### config.mk
export PLATFORM = sky130hd
export DESIGN_NAME = regfile_banked
export DESIGN_NICKNAME = d
export VERILOG_FILES = /design/src/rtl/regfile_banked.sv
export SDC_FILE = /design/constraint.sdc
export NUM_CORES = 1
export LEC_CHECK = 0
export ABC_CLOCK_PERIOD_IN_PS = 4940
export BUFFER_PORTS_ARGS = -buffer_cell sky130_fd_sc_hd__buf_2
export CAP_MARGIN = 25
export CORE_UTILIZATION = 50
export CTS_BUF_LIST = sky130_fd_sc_hd__clkbuf_4
export DETAILED_ROUTE_END_ITERATION = 10
export PLACE_DENSITY = 0.66
export SYNTH_ARGS = -nofsm -noshare
export SYNTH_HDL_FRONTEND = slang
export SYNTH_SLANG_ARGS = --single-unit
### constraint.sdc
create_clock -name clk -period 4.94 [get_ports clk]
set_clock_uncertainty 0.2 [all_clocks]
set_input_delay 0.494 -clock clk [delete_from_list [all_inputs] [get_ports clk]]
set_output_delay 0.494 -clock clk [all_outputs]
set_load 0.01 [all_outputs]
### src/rtl/regfile_banked.sv
// regfile_banked
//   Multi-bank register file with a single-level context switch. All ports
//   address the bank held in cur_bank; ctx_save jumps to ctx_bank and
//   remembers the previous bank, ctx_restore jumps back.
//
// Parameters
//   WIDTH   data width of every register
//   AW      address width (2^AW registers per bank)
//   NBANK   number of banks (power of two, >= 2)
//   ZERO_R0 1 = register 0 of every bank reads 0 and ignores writes
//   BYPASS  1 = a read of the address being written returns wd3 this cycle
//
// Ports
//   clk, reset        clock, synchronous active-high reset
//   we3, wa3, wd3     write port (applied at the rising edge)
//   ra1/rd1, ra2/rd2  combinational read ports
//   ctx_save, ctx_bank, ctx_restore   context requests
//   cur_bank          bank addressed by all ports
//   ctx_active        a saved context is held
//   ctx_err           sticky protocol-error flag
module regfile_banked #(
    parameter int WIDTH   = 8,
    parameter int AW      = 4,
    parameter int NBANK   = 2,
    parameter int ZERO_R0 = 1,
    parameter int BYPASS  = 1
) (
    input  logic                       clk,
    input  logic                       reset,
    input  logic                       we3,
    input  logic [AW-1:0]              ra1,
    input  logic [AW-1:0]              ra2,
    input  logic [AW-1:0]              wa3,
    input  logic [WIDTH-1:0]           wd3,
    output logic [WIDTH-1:0]           rd1,
    output logic [WIDTH-1:0]           rd2,
    input  logic                       ctx_save,
    input  logic [$clog2(NBANK)-1:0]   ctx_bank,
    input  logic                       ctx_restore,
    output logic [$clog2(NBANK)-1:0]   cur_bank,
    output logic                       ctx_active,
    output logic                       ctx_err
);
    localparam int BW   = $clog2(NBANK);
    localparam int IW   = BW + AW;
    localparam int NREG = 1 << IW;

    typedef enum logic {IDLE, SAVED} state_t;

    state_t          state_reg;
    logic [BW-1:0]   cur_bank_reg;
    logic [BW-1:0]   saved_bank_reg;
    logic            ctx_err_reg;

    // Flattened storage: index = {bank, address}.
    logic [WIDTH-1:0] rows [NREG];
    logic [IW-1:0]    widx;
    logic             wr_ok;

    assign widx  = {cur_bank_reg, wa3};
    assign wr_ok = we3 && !((ZERO_R0 != 0) && (wa3 == '0));

    // One flop row per register so that the whole file clears on reset
    // (a RAM macro cannot be reset in one cycle).
    genvar gi;
    generate
        for (gi = 0; gi < NREG; gi++) begin : g_reg
            logic [WIDTH-1:0] r_reg;
            always_ff @(posedge clk) begin
                if (reset) begin
                    r_reg <= '0;
                end else if (wr_ok && (widx == IW'(gi))) begin
                    r_reg <= wd3;
                end
            end
            assign rows[gi] = r_reg;
        end
    endgenerate

    // Zero register wins over bypass; bypass only ever matches the current
    // bank because reads and writes share cur_bank.
    function automatic logic [WIDTH-1:0] read_port(input logic [AW-1:0] a);
        logic [WIDTH-1:0] v;
        v = rows[{cur_bank_reg, a}];
        if ((BYPASS != 0) && we3 && (wa3 == a)) begin
            v = wd3;
        end
        if ((ZERO_R0 != 0) && (a == '0)) begin
            v = '0;
        end
        return v;
    endfunction

    always_comb begin
        rd1 = read_port(ra1);
        rd2 = read_port(ra2);
    end

    // Context FSM. Any illegal request combination only raises the sticky
    // error and leaves state and both bank registers untouched.
    always_ff @(posedge clk) begin
        if (reset) begin
            state_reg      <= IDLE;
            cur_bank_reg   <= '0;
            saved_bank_reg <= '0;
            ctx_err_reg    <= 1'b0;
        end else if (ctx_save && ctx_restore) begin
            ctx_err_reg <= 1'b1;
        end else begin
            case (state_reg)
                IDLE: begin
                    if (ctx_save) begin
                        saved_bank_reg <= cur_bank_reg;
                        cur_bank_reg   <= ctx_bank;
                        state_reg      <= SAVED;
                    end else if (ctx_restore) begin
                        ctx_err_reg <= 1'b1;
                    end
                end
                SAVED: begin
                    if (ctx_restore) begin
                        cur_bank_reg <= saved_bank_reg;
                        state_reg    <= IDLE;
                    end else if (ctx_save) begin
                        ctx_err_reg <= 1'b1;
                    end
                end
                default: state_reg <= IDLE;
            endcase
        end
    end

    assign cur_bank   = cur_bank_reg;
    assign ctx_active = (state_reg == SAVED);
    assign ctx_err    = ctx_err_reg;
endmodule

* Word level (Yosys, flattened, before mapping)
Cells that the tools add are included.
Operators by class: order comparisons 2, equal/unequal tests 39, multiplexer cells 22, bitwise operators 4, reductions and logical operators 44
Operators with widths (number):
- 8-bit binary-select mux with 5-bit select | 2
- 5-bit equality test (second input constant) | 16
- 8-bit two-way mux | 8
- 5-bit by 4-bit equality test with 1-bit output (second input constant) | 8
- 1-bit logical AND | 36
- 5-bit by 3-bit equality test with 1-bit output (second input constant) | 4
- 6-bit greater-or-equal comparator (second input constant) | 2
- 4-bit logical NOT | 3
- 5-bit inverter with 6-bit output | 2
- 5-bit by 2-bit equality test with 1-bit output (second input constant) | 2
- 1-bit two-way mux | 9
- 4-bit equality test | 2
- 3-bit by 2-bit != test with 1-bit output (second input constant) | 2
- 3-bit != test (second input constant) | 2
- 1-bit case mux with 2 select lines | 3
- 3-bit AND reduction | 2
- 5-bit by 1-bit equality test with 1-bit output (second input constant) | 1
- 5-bit logical NOT | 1
- 2-bit != test (second input constant) | 2
- 4-bit AND reduction | 1
- 1-bit inverter | 2
- 1-bit logical NOT | 1
Storage, ports and cells: bits in registers 260, bits of input ports 26

* Longest topological paths before layout
Gate-level depths: netlist (run 1).
depth after elaboration 6, mapped depth 9

* Worst setup path before layout (run 1)
Ideal clock, no wire load.
path type input port to output port, start input port ra1[0], end output port rd1[2], data arrival time 2222 ps, path slack 2024 ps, cell stages on the path 7, path buffers 3, path through buf_2 > buf_6 > buf_2 > mux4_2 > a32oi_1 > nand2_1 > a32o_1
Between the ends: cells in the longest elaborated chain, start to end 6, elaborated cells between the ends (all ways) 9, classes of those cells 1 x eq/ne; 5 x mux; 1 x bitwise; 2 x reduce/logical
RTL lines:
- start, declared | line 31 | input logic [AW-1:0] ra1,
- 5-bit inverter with 6-bit output (implied by the code) | line 84 | v = rows[{cur_bank_reg, a}];
- 8-bit binary-select mux with 5-bit select | line 84
- 8-bit two-way mux (implied by the code) (2 in a row) | line 84
- 8-bit two-way mux | line 85 | if ((BYPASS != 0) && we3 && (wa3 == a)) begin
- 8-bit two-way mux (*) | line 88 | if ((ZERO_R0 != 0) && (a == '0)) begin
- end, declared | line 35 | output logic [WIDTH-1:0] rd1,
Mark *: on every way between the ends. The rest lies on a longest branch, timed or not. The select of a mux whose other input is x is not followed.

* Final worst setup path (run 1)
start input port ra1[0], end output port rd1[0]
The elaborated chain is that of the path after synthesis.

==> results of run 1 <==
## layout by cell type (no fill, tap or decap), types with 5 or more instances in the layout
cell | netlist | layout
a211oi_1 | 5 | 5
a21oi_1 | 108 | 108
a22oi_1 | 9 | 9
a31oi_1 | 8 | 8
a32o_1 | 11 | 11
buf_2 | 23 | 40
buf_4 | 10 | 22
clkbuf_4 | 0 | 103
clkinv_1 | 2 | 11
clkinv_2 | 0 | 8
dfxtp_1 | 260 | 260
dlygate4sd3_1 | 0 | 5
mux2_2 | 8 | 8
mux2i_1 | 201 | 201
mux4_2 | 108 | 108
nand2_1 | 121 | 121
nand2b_1 | 11 | 11
nand3_1 | 73 | 73
nor2_1 | 168 | 168
nor2b_1 | 28 | 26
nor3_1 | 7 | 7
o21ai_0 | 35 | 35
o221ai_1 | 8 | 8
o22ai_1 | 11 | 11
or3_1 | 7 | 7
## power by group through the flow
stage                     combinational [W]  clock [W]  sequential [W]
final                              0.000499    0.00202         0.00213
after global routing               0.000521    0.00218         0.00213
after CTS                          0.000482    0.00205         0.00213
after detailed placement           0.000478          0         0.00218
after global placement             0.000475          0         0.00217
after floorplan                    0.000330          0         0.00217
## logic make-up after synthesis
group,synth area share [%]
compound gates,9.188
xor+xnor,0.4436
buf+inv,4.372
flops,37.66
mux,33.57
simple gates,14.77
## layer usage
layer  vias up  global-route usage, %  share of wire, %
li1       5128                      -                 -
met1      5608                  41.43                40
met2       732                  47.00                44
met3       116                  8.698                12
met4         0                  12.17               3.6
met5         -                      0                 0
## worst min-delay path, stage by stage
cell     delay (ns)
buf_2          0.33
nand2_1        0.14
a21oi_1        0.06
## metrics by stage
step	cells	setup slack, ns	hold slack, ns	area (um2)	total power (W)
floorplan	1380	2.024	0.2415	13820	0.002501
global placement	1656	1.102	0.2509	14110	0.002649
detailed placement	1657	1.079	0.2586	14120	0.002653
CTS	1786	1.085	0.1226	15080	0.004665
global route	1791	1.005	0.1430	15140	0.004827
finish	1792	1.075	0.1729	15140	0.004649
## cell type report
cell class	count	share of cell area (%)
Clock inverter	22	0.9836
Timing Repair Buffer	74	3.562
Clock buffer	103	5.108
Antenna cell	3	0.04959
Sequential cell	260	34.38
Tap cell	341	2.818
Multi-Input combinational cell	985	53.00
Inverter	4	0.09918
## final timing paths
| check | to | cells after the start | slack (ns) |
|---|---|---|---|
| max | rd1[0] | 7 | 1.08 |
| min | g_reg[29].r_reg[5]$_SDFFE_PP0P_ | 3 | 0.17 |
| max reg2reg | g_reg[28].r_reg[4]$_SDFFE_PP0P_ | 6 | 2.23 |
| min reg2reg | g_reg[4].r_reg[3]$_SDFFE_PP0P_ | 2 | 0.27 |
## what timing repair did
action	in CTS	in global routing
hold buffers	4	1
hold endpoints to repair	3	13
endpoints found under the setup margin	0	0
==> impl_results.md, run 1 <==
* Status: finished clean
* Syn-to-layout area delta at 9.523%
* Post-Syn Area at between 10,000 and 15,000 um2
* Worst setup SP type: input port
* Cells along the critical path: buf_4, buf_12, mux4_2, mux2i_1, o2111ai_1, a32o_1, buf_2
* Maximum root-to-sink buffer count at 3
* Peak VDD IR at 0.1280 mV
* Critical path's largest stage delay at around 0.60 ns
* CP Data Required Time at ~4.3 ns
* Max Fclk at between 200 and 300 MHz
* HP Class: in -> reg
* Initial DRC Count at around 1,400
* Drt pass-1 iters at 5
* Max FFs per register at around 260
* Final setup vio count at 0
* Delay-heaviest family, CP: buffers and inverters
* Fill cell count at 2,359
* CTS tree: done
* Placer Congestion at between 0.9 and 1
* Hold Crit Start: wd3[5]
* Finished Core Util at 56.01%
* Number of hold violations in the final report at 0
* PD cells at between 300 and 400 nW/um2
* Max-Cap Viols at 0
* Vias in the first global route at ~11,000
* Worst Max-Slew Pin Slew at approximately 1.0 ns
* Slowest-stage cell, CP: mux4_2
* Worst setup EP type: output pin
* Ports at 45
* Gate power share at 10.7%
* Fin nets at between 1,000 and 1,500
* Clock power frac at between 40% and 50%
* Synth top area share at 37.66%
* CP Class: in -> out
* Die area at between 20,000 and 30,000 um2
* NetSw at 0.001305 W
* Root Buffer: clkbuf_4
* Cell taking the most area after synthesis: dfxtp_1
* Minimum clock period at 3.865 ns
* DP HPWL at 27,660 um
* # H-tree levels at 3
* Ranking of synthesized cells by area: dfxtp_1, mux4_2, mux2i_1
* Initial antenna violation count at 4
* Total CTS buffers at 73
* All-Layer GR Usage at approximately 30%
* Vias/cell at 6.464
* Worst r2r src: cur_bank$_SDFFE_PP0P_
* Largest net degree at the start of global routing at approximately 170
* Post-synthesis sequential area ratio at a little under two fifths
* Total grt overflow at 0
* Syn nets at 1,406
* Final Max Tran Viols at 0
* Post-cts resize count at 0
* Cell Rows at 60
* Share of layout cells above drive strength 1 at between 20% and 30%
* Async SR Flop Fraction at 0%
* Seq. cell area at about 5200 um2
* Unrepaired setup endpoints after global routing: no
* Main synth FF type: dfxtp_1
* Clock sink count at 260
* CP bufs+invs at 3
* Count leader, synth: dfxtp_1
* Port Buffer Count at 44
* Chip Width at between 150 and 200 um
* Area of the multi-input gates at around 8000 um2
* Synth Warn # at 0
* Period Utilization, post-route at 78.24%
* Lkg Pwr at 5.546 nW
* Skew-Pair Late Insertion Delay at about 0.69 ns
* Post-CTS Setup Bufs at 0
* Worst Path Max Fanout at 45
* Post-synth top cells: dfxtp_1, mux2i_1, nor2_1
* WL per Instance at about 24 um
* Seq pwr share at 45.8%
* Routed vias at about 12,000
* Fin Setup TNS at 0 ns
* DRC violations left at 0
* Post-synth EDFFs at 0
* Area of the core at 27,030 um2
* Avg Cell Area, Syn at between 10 and 15 um2
* Switching Fraction at between 20% and 30%
* Effective utilization at floorplan at slightly above 50%
* Final WL at 43,190 um
* Worst-path clk slew at 0.07 ns
* Max_slew headroom at about a third
* Register bit total from synthesis at 260
* Cell variety after synth at 57
* Post-DRT Antenna Nets at 0
* Cells after Synth at 1,380
* Beginning of the critical path: ra1[0]
* Internal power at around 0.0033 W
* Critical path arrival at ~3.2 ns
* Global-route wire length before repair at roughly 67,000 um
* Die Height at between 150 and 200 um
(Power assumes the default switching activity.)
==> run 2: changes to the inputs <==
Settings changed: ABC_CLOCK_PERIOD_IN_PS 4940 to 3400, PLACE_DENSITY 0.66 to 0.69.
Clock period 4.94 ns to 3.4 ns, I/O delays scaled along.
==> impl_results.md, run 2 (synthesized netlist as in run 1, its figures left out) <==
* # H-tree levels at 3 (unchanged)
* DRC violations left at 0 (unchanged)
* Chip Width at 168.3 um (unchanged)
* Fin Setup TNS at 0 ns (unchanged)
* Worst setup SP type: flip-flop
* Final setup vio count at 0 (unchanged)
* Worst Path Max Fanout at 22 (-51%)
* CP bufs+invs at 1 (-2)
* Largest net degree at the start of global routing at 114 (-31%)
* DP HPWL at 28,650 um (+3.6%)
* Effective utilization at floorplan at 51.14% (unchanged)
* Global-route wire length before repair at 66,750 um (+0.14%)
* CP Data Required Time at 2.86 ns (-1.39 ns)
* Vias in the first global route at 10,996 (-1.0%)
* Critical path's largest stage delay at 0.64 ns (+0.04 ns)
* Critical path arrival at 2.77 ns (-0.40 ns)
* Post-DRT Antenna Nets at 0 (unchanged)
* Clock sink count at 260 (unchanged)
* Minimum clock period at 3.312 ns
* Final worst slack at 0.08848 ns (-0.9865 ns)
* Fill cell count at 2,365 (+0.25%)
* Routed vias at 11,775 (+1.6%)
* Unrepaired setup endpoints after global routing: no
* Commonest non-fill, non-tap cell in the layout: dfxtp_1
* Root Buffer: clkbuf_4
* Share of layout cells above drive strength 1 at 21.86% (-0.24 points)
* Lkg Pwr at 5.560 nW (+0.26%)
* Initial DRC Count at 1,749 (+25%)
* Slowest-stage cell, CP: dfxtp_2
* Maximum root-to-sink buffer count at 3 (unchanged)
* CP Class: reg -> out
* Delay-heaviest family, CP: compound AO/OA/AOI/OAI gates
* HP Class: in -> reg
* All-Layer GR Usage at 31.21% (+0.36 points)
* Post-Place Worst Slack at 0.3844 ns (-0.6946 ns)
* Max FFs per register at 256 (unchanged)
* Worst setup EP type: output pin
* PD cells at 417.5 nW/um2 (+36%)
* Worst-path clk slew at 0.07 ns (about the same)
* Max-Cap Viols at 0 (unchanged)
* Number of hold violations in the final report at 0 (unchanged)
* Syn-to-layout area delta at 9.740%
* Die area at 28,310 um2 (unchanged)
* Area of the core at 27,030 um2 (unchanged)
* Initial antenna violation count at 2 (-2)
* Skew-Pair Late Insertion Delay at 0.67 ns (-0.02 ns)
* Final Max Tran Viols at 0 (unchanged)
* Total CTS buffers at 69 (-5.5%)
* Overall Power at 0.006333 W (+36%)
* Fin cells at 1,801 (+0.50%)
* Fin nets at 1,447 (+1.6%)
* Ports at 45 (unchanged)
* Inst Count DP at 1,682 (+1.5%)
* WL per Instance at 24.37 um (+1.1%)
* Max Fclk at 302.0 MHz
* Post-CTS Setup Bufs at 0 (unchanged)
* Final WL at 43,880 um (+1.6%)
* Period Utilization, post-route at a little over nine tenths
* Max_slew headroom at 37.85% (+5.6 points)
* Status: finished clean
* Drt pass-1 iters at 6 (+1)
* Vias/cell at 6.538 (+1.1%)
* Die Height at 168.3 um (unchanged)
* Peak VDD IR at 0.1866 mV (+46%)
* Placer Congestion at 1.039 (+9.9%)
* Most frequent cells in the layout: dfxtp_1, mux2i_1, nor2_1
* Cell Rows at 60 (unchanged)
* Total grt overflow at 0 (unchanged)
* Cells along the critical path: and2b_1, nand2b_1, o22ai_1, nor3_1, a32o_1, buf_2
* Worst Max-Slew Pin Slew at 0.9253 ns (-0.08339 ns)
* Port Buffer Count at 44 (unchanged)
* CTS tree: done
==> run 2: cell types whose count changed in the layout (fill, tap and decap cells not counted), moves of 3 or more <==
| cell | previous run | this run |
|---|---|---|
| buf_12 | 3 | 6 |
| clkinv_1 | 11 | 19 |
| dlygate4sd3_1 | 5 | 9 |
| clkbuf_4 | 103 | 85 |
| buf_4 | 22 | 44 |
| clkinv_2 | 8 | 0 |
==> run 2: metal layers <==
layer,global-route usage (%),up-vias,routed length (um)
li1,-,5160,-
met1,43.62,5725,17830
met2,46.29,778,19330
met3,7.428,112,5091
met4,12.92,0,1632
met5,0,-,0
==> run 2: what timing repair did <==
item                                    in CTS  in global routing
hold buffers                                 9                  0
resized for setup                            1                  1
endpoints found under the hold margin       33                  0
pin swaps                                    0                  0
endpoints found under the setup margin       4                  1
==> run 2: per-stage QoR <==
step	hold slack, ns	util [%]	instance area, um2
finish	0.02800	56.13	15170
global route	0.05181	56.13	15170
CTS	0.007760	56.11	15160
detailed placement	0.2576	53.04	14330
global placement	0.2488	53.04	14330
floorplan	0.2415	-	13820
==> run 2: cell type report <==
class                   instances  area, um2  share of cell area, %
multi-input cells             985       8019                  52.87
clock inverters                24      101.3                 0.6682
clock buffers                  85      638.1                  4.207
repair buffers                101      759.5                  5.007
diodes                          1      2.502                0.01650
inverters                       4      15.01                0.09899
well taps                     341      426.7                  2.813
flip-flops and latches        260       5206                  34.32
==> run 2: path summary, 6_finish.rpt <==
check | from | end | slack (ns) | cells past startpoint
setup reg to reg | cur_bank$_SDFFE_PP0P_ | g_reg[28].r_reg[2]$_SDFFE_PP0P_ | 0.86 | 5
hold / removal | reset | g_reg[3].r_reg[7]$_SDFFE_PP0P_ | 0.03 | 2
hold reg to reg | g_reg[10].r_reg[1]$_SDFFE_PP0P_ | g_reg[10].r_reg[1]$_SDFFE_PP0P_ | 0.27 | 2
setup / recovery | cur_bank$_SDFFE_PP0P_ | rd2[7] | 0.09 | 6
==> run 2: where the power goes <==
group	switching [W]	leakage, nW	internal (W)
Clock	0.00132	0.435	0.00117
Sequential	0.0000295	2.10	0.00307
Combinational	0.000488	3.03	0.000255
Total	0.00183	5.56	0.00450
==> run 3: changes to the inputs <==
Settings changed: ABC_CLOCK_PERIOD_IN_PS 3400 to default, PLACE_DENSITY 0.69 to default, PLACE_DENSITY_LB_ADDON from default to 0.3.
==> impl_results.md, run 3 (synthesized netlist as in run 1, its figures left out) <==
* Effective utilization at floorplan at 51.14% (unchanged)
* Inst Count DP at 1,692 (+0.59%)
* Delay-heaviest family, CP: multiplexers
* Clock power frac at 41.9% (+2.6 points)
* Worst Path Max Fanout at 43 (+95%)
* PD cells at 433.0 nW/um2 (+3.7%)
* Post-DRT Antenna Nets at 0 (unchanged)
* Final Max Tran Viols at 0 (unchanged)
* Hold Path End: g_reg[11].r_reg[0]$_SDFFE_PP0P_
* Busiest layer in global routing: met2
* Fin cells at 1,813 (+0.67%)
* Critical path's largest stage delay at 0.60 ns (-0.04 ns)
* Number of hold violations in the final report at 0 (unchanged)
* Final WL at 43,900 um (about the same)
* Seq pwr share at 46.5% (-2.5 points)
* WL per Instance at 24.21 um (-0.63%)
* Switching Fraction at 27.23% (-1.7 points)
* Worst-path clk slew at 0.06 ns (about the same)
* Met1 usage at 41.66% (-2.0 points)
* Vias in the first global route at 11,294 (+2.7%)
* Ports at 45 (unchanged)
* All-Layer GR Usage at 31.37% (+0.16 points)
* Worst setup SP type: input port
* Met3 usage at 7.616% (+0.19 points)
* # H-tree levels at 3 (unchanged)
* Worst r2r src: cur_bank$_SDFFE_PP0P_
* Internal power at 0.004845 W (+7.7%)
* Drt pass-1 iters at 6 (unchanged)
* Max Fclk at 302.9 MHz (+0.31%)
* Fin nets at 1,456 (+0.62%)
* Maximum root-to-sink buffer count at 3 (unchanged)
* Clock sink count at 260 (unchanged)
* CP Class: in -> out
* Peak VDD IR at 0.2096 mV (+12%)
* Period Utilization, post-route at 97.10% (-0.30 points)
* Initial DRC Count at 1,670 (-4.5%)
* Unrepaired setup endpoints after global routing: no
* Gate power share at 11.6% (about the same)
* Reg-to-reg slack, setup at 0.92 ns (+0.06 ns)
* Syn-to-layout area delta at 11.25%
* Chip Width at 168.3 um (unchanged)
* Routed vias at 11,785 (+0.085%)
* Reg-to-reg endpoint: g_reg[28].r_reg[2]$_SDFFE_PP0P_
* Lkg Pwr at 5.695 nW (+2.4%)
* Die area at 28,310 um2 (unchanged)
* Slowest-stage cell, CP: mux4_2
* Post-CTS Setup Bufs at 0 (unchanged)
* Vias/cell at 6.500 (-0.58%)
* Commonest non-fill, non-tap cell in the layout: dfxtp_1
* NetSw at 0.001813 W (-1.2%)
* DP HPWL at 29,060 um (+1.4%)
* Max_slew headroom at 32.17% (-5.7 points)
* Most frequent cells in the layout: dfxtp_1, mux2i_1, nor2_1
* Global Route met2 Usage at 48.08% (+1.8 points)
* Total CTS buffers at 68 (-1.4%)
* Placer Congestion at 0.9853 (-5.2%)
* Share of layout cells above drive strength 1 at 23.45% (+1.6 points)
* Largest net degree at the start of global routing at 99 (-13%)
* Hold depth at 2 (unchanged)
* Hold Crit Start: reset
* Cells along the critical path: buf_4, buf_12, mux4_2, mux2i_1, o2111ai_1, a32o_1, buf_2
* Final setup vio count at 0 (unchanged)
* Worst r2r path cells at 6 (+1)
* CP bufs+invs at 3 (+2)
* Global-route wire length before repair at 67,610 um (+1.3%)
* Max FFs per register at 256 (unchanged)
* Worst Max-Slew Pin Slew at 1.007 ns (+0.08149 ns)
* CTS tree: done
* Status: finished clean
* DRC violations left at 0 (unchanged)
* CP Data Required Time at 2.86 ns (about the same)
* Critical path arrival at 2.76 ns (about the same)
* HP Class: in -> reg
* Die Height at 168.3 um (unchanged)
* Root Buffer: clkbuf_4
* Port Buffer Count at 44 (unchanged)
* Total grt overflow at 0 (unchanged)
* Area of the core at 27,030 um2 (unchanged)
* Worst setup EP type: output pin
* Initial antenna violation count at 2 (unchanged)
* Minimum clock period at 3.301 ns (-0.01014 ns)
* Cell Rows at 60 (unchanged)
* Max-Cap Viols at 0 (unchanged)
* Skew-Pair Late Insertion Delay at 0.69 ns (+0.02 ns)
* Fin Setup TNS at 0 ns (unchanged)
## run 3: cell types whose count changed in the layout (fill, tap and decap cells not counted), moves of 2 or more
cell / previous run / this run
buf_4: 44 / 54
clkinvlp_4: 3 / 0
clkbuf_4: 85 / 102
clkinv_1: 19 / 6
bufinv_16: 0 / 2
inv_2: 5 / 3
## run 3: worst max-delay path by stage
stage | slack (ns) | end | start | cells after the start
2_1_floorplan | 0.79 | rd1[2] | ra1[0] | 7
3_3_place_gp | 0.25 | rd2[1] | ra2[0] | 7
3_5_place_dp | 0.24 | rd2[1] | ra2[0] | 7
4_1_cts | 0.01 | rd2[0] | cur_bank$_SDFFE_PP0P_ | 7
5_1_grt | 0.02 | rd1[4] | g_reg[31].r_reg[4]$_SDFFE_PP0P_ | 6
6_report | 0.1 | rd1[7] | ra1[0] | 7
## run 3: cell type report
cell class	count	area, um2
clock inverter	9	87.58
multi-input combinational	985	8024
fill	2301	11650
timing repair buffer	111	849.6
clock buffer	102	765.7
sequential	260	5206
inverter	4	15.01
antenna	1	2.502
tap	341	426.7
## run 3: per-stage QoR
stage | cell area, um2 | utilization [%] | power [W] | hold WS [ns] | setup WS (ns)
2_1_floorplan | 13820 | - | 0.003634 | 0.2415 | 0.7921
3_3_place_gp | 14420 | 53.37 | 0.003892 | 0.2487 | 0.2512
3_5_place_dp | 14420 | 53.37 | 0.003898 | 0.2599 | 0.2401
4_1_cts | 15370 | 56.86 | 0.006667 | 0.01259 | 0.01288
5_1_grt | 15380 | 56.90 | 0.006874 | 0.04005 | 0.02417
6_report | 15380 | 56.90 | 0.006658 | 0.02421 | 0.09862
## run 3: power groups by stage
stage | registers (W) | clock network, W | logic [W]
finish | 0.00310 | 0.00279 | 0.000771
global route | 0.00310 | 0.00298 | 0.000795
CTS | 0.00310 | 0.00283 | 0.000745
detailed placement | 0.00316 | 0 | 0.000734
global placement | 0.00316 | 0 | 0.000729
floorplan | 0.00315 | 0 | 0.000479
## run 3: what timing repair did
item                                    in CTS  in global routing
resized for setup                            0                  2
endpoints found under the setup margin       0                  6
hold buffers                                 9                  0
hold endpoints to repair                    35                  0
## run 3: layer usage
layer  vias up  part of all wire (%)  wire length (um)
met5         -                 0.030                13
met4         2                   4.3              1880
met3       130                    12              5305
met2       768                    45             19620
met1      5706                    39             17080
li1       5179                     -                 -
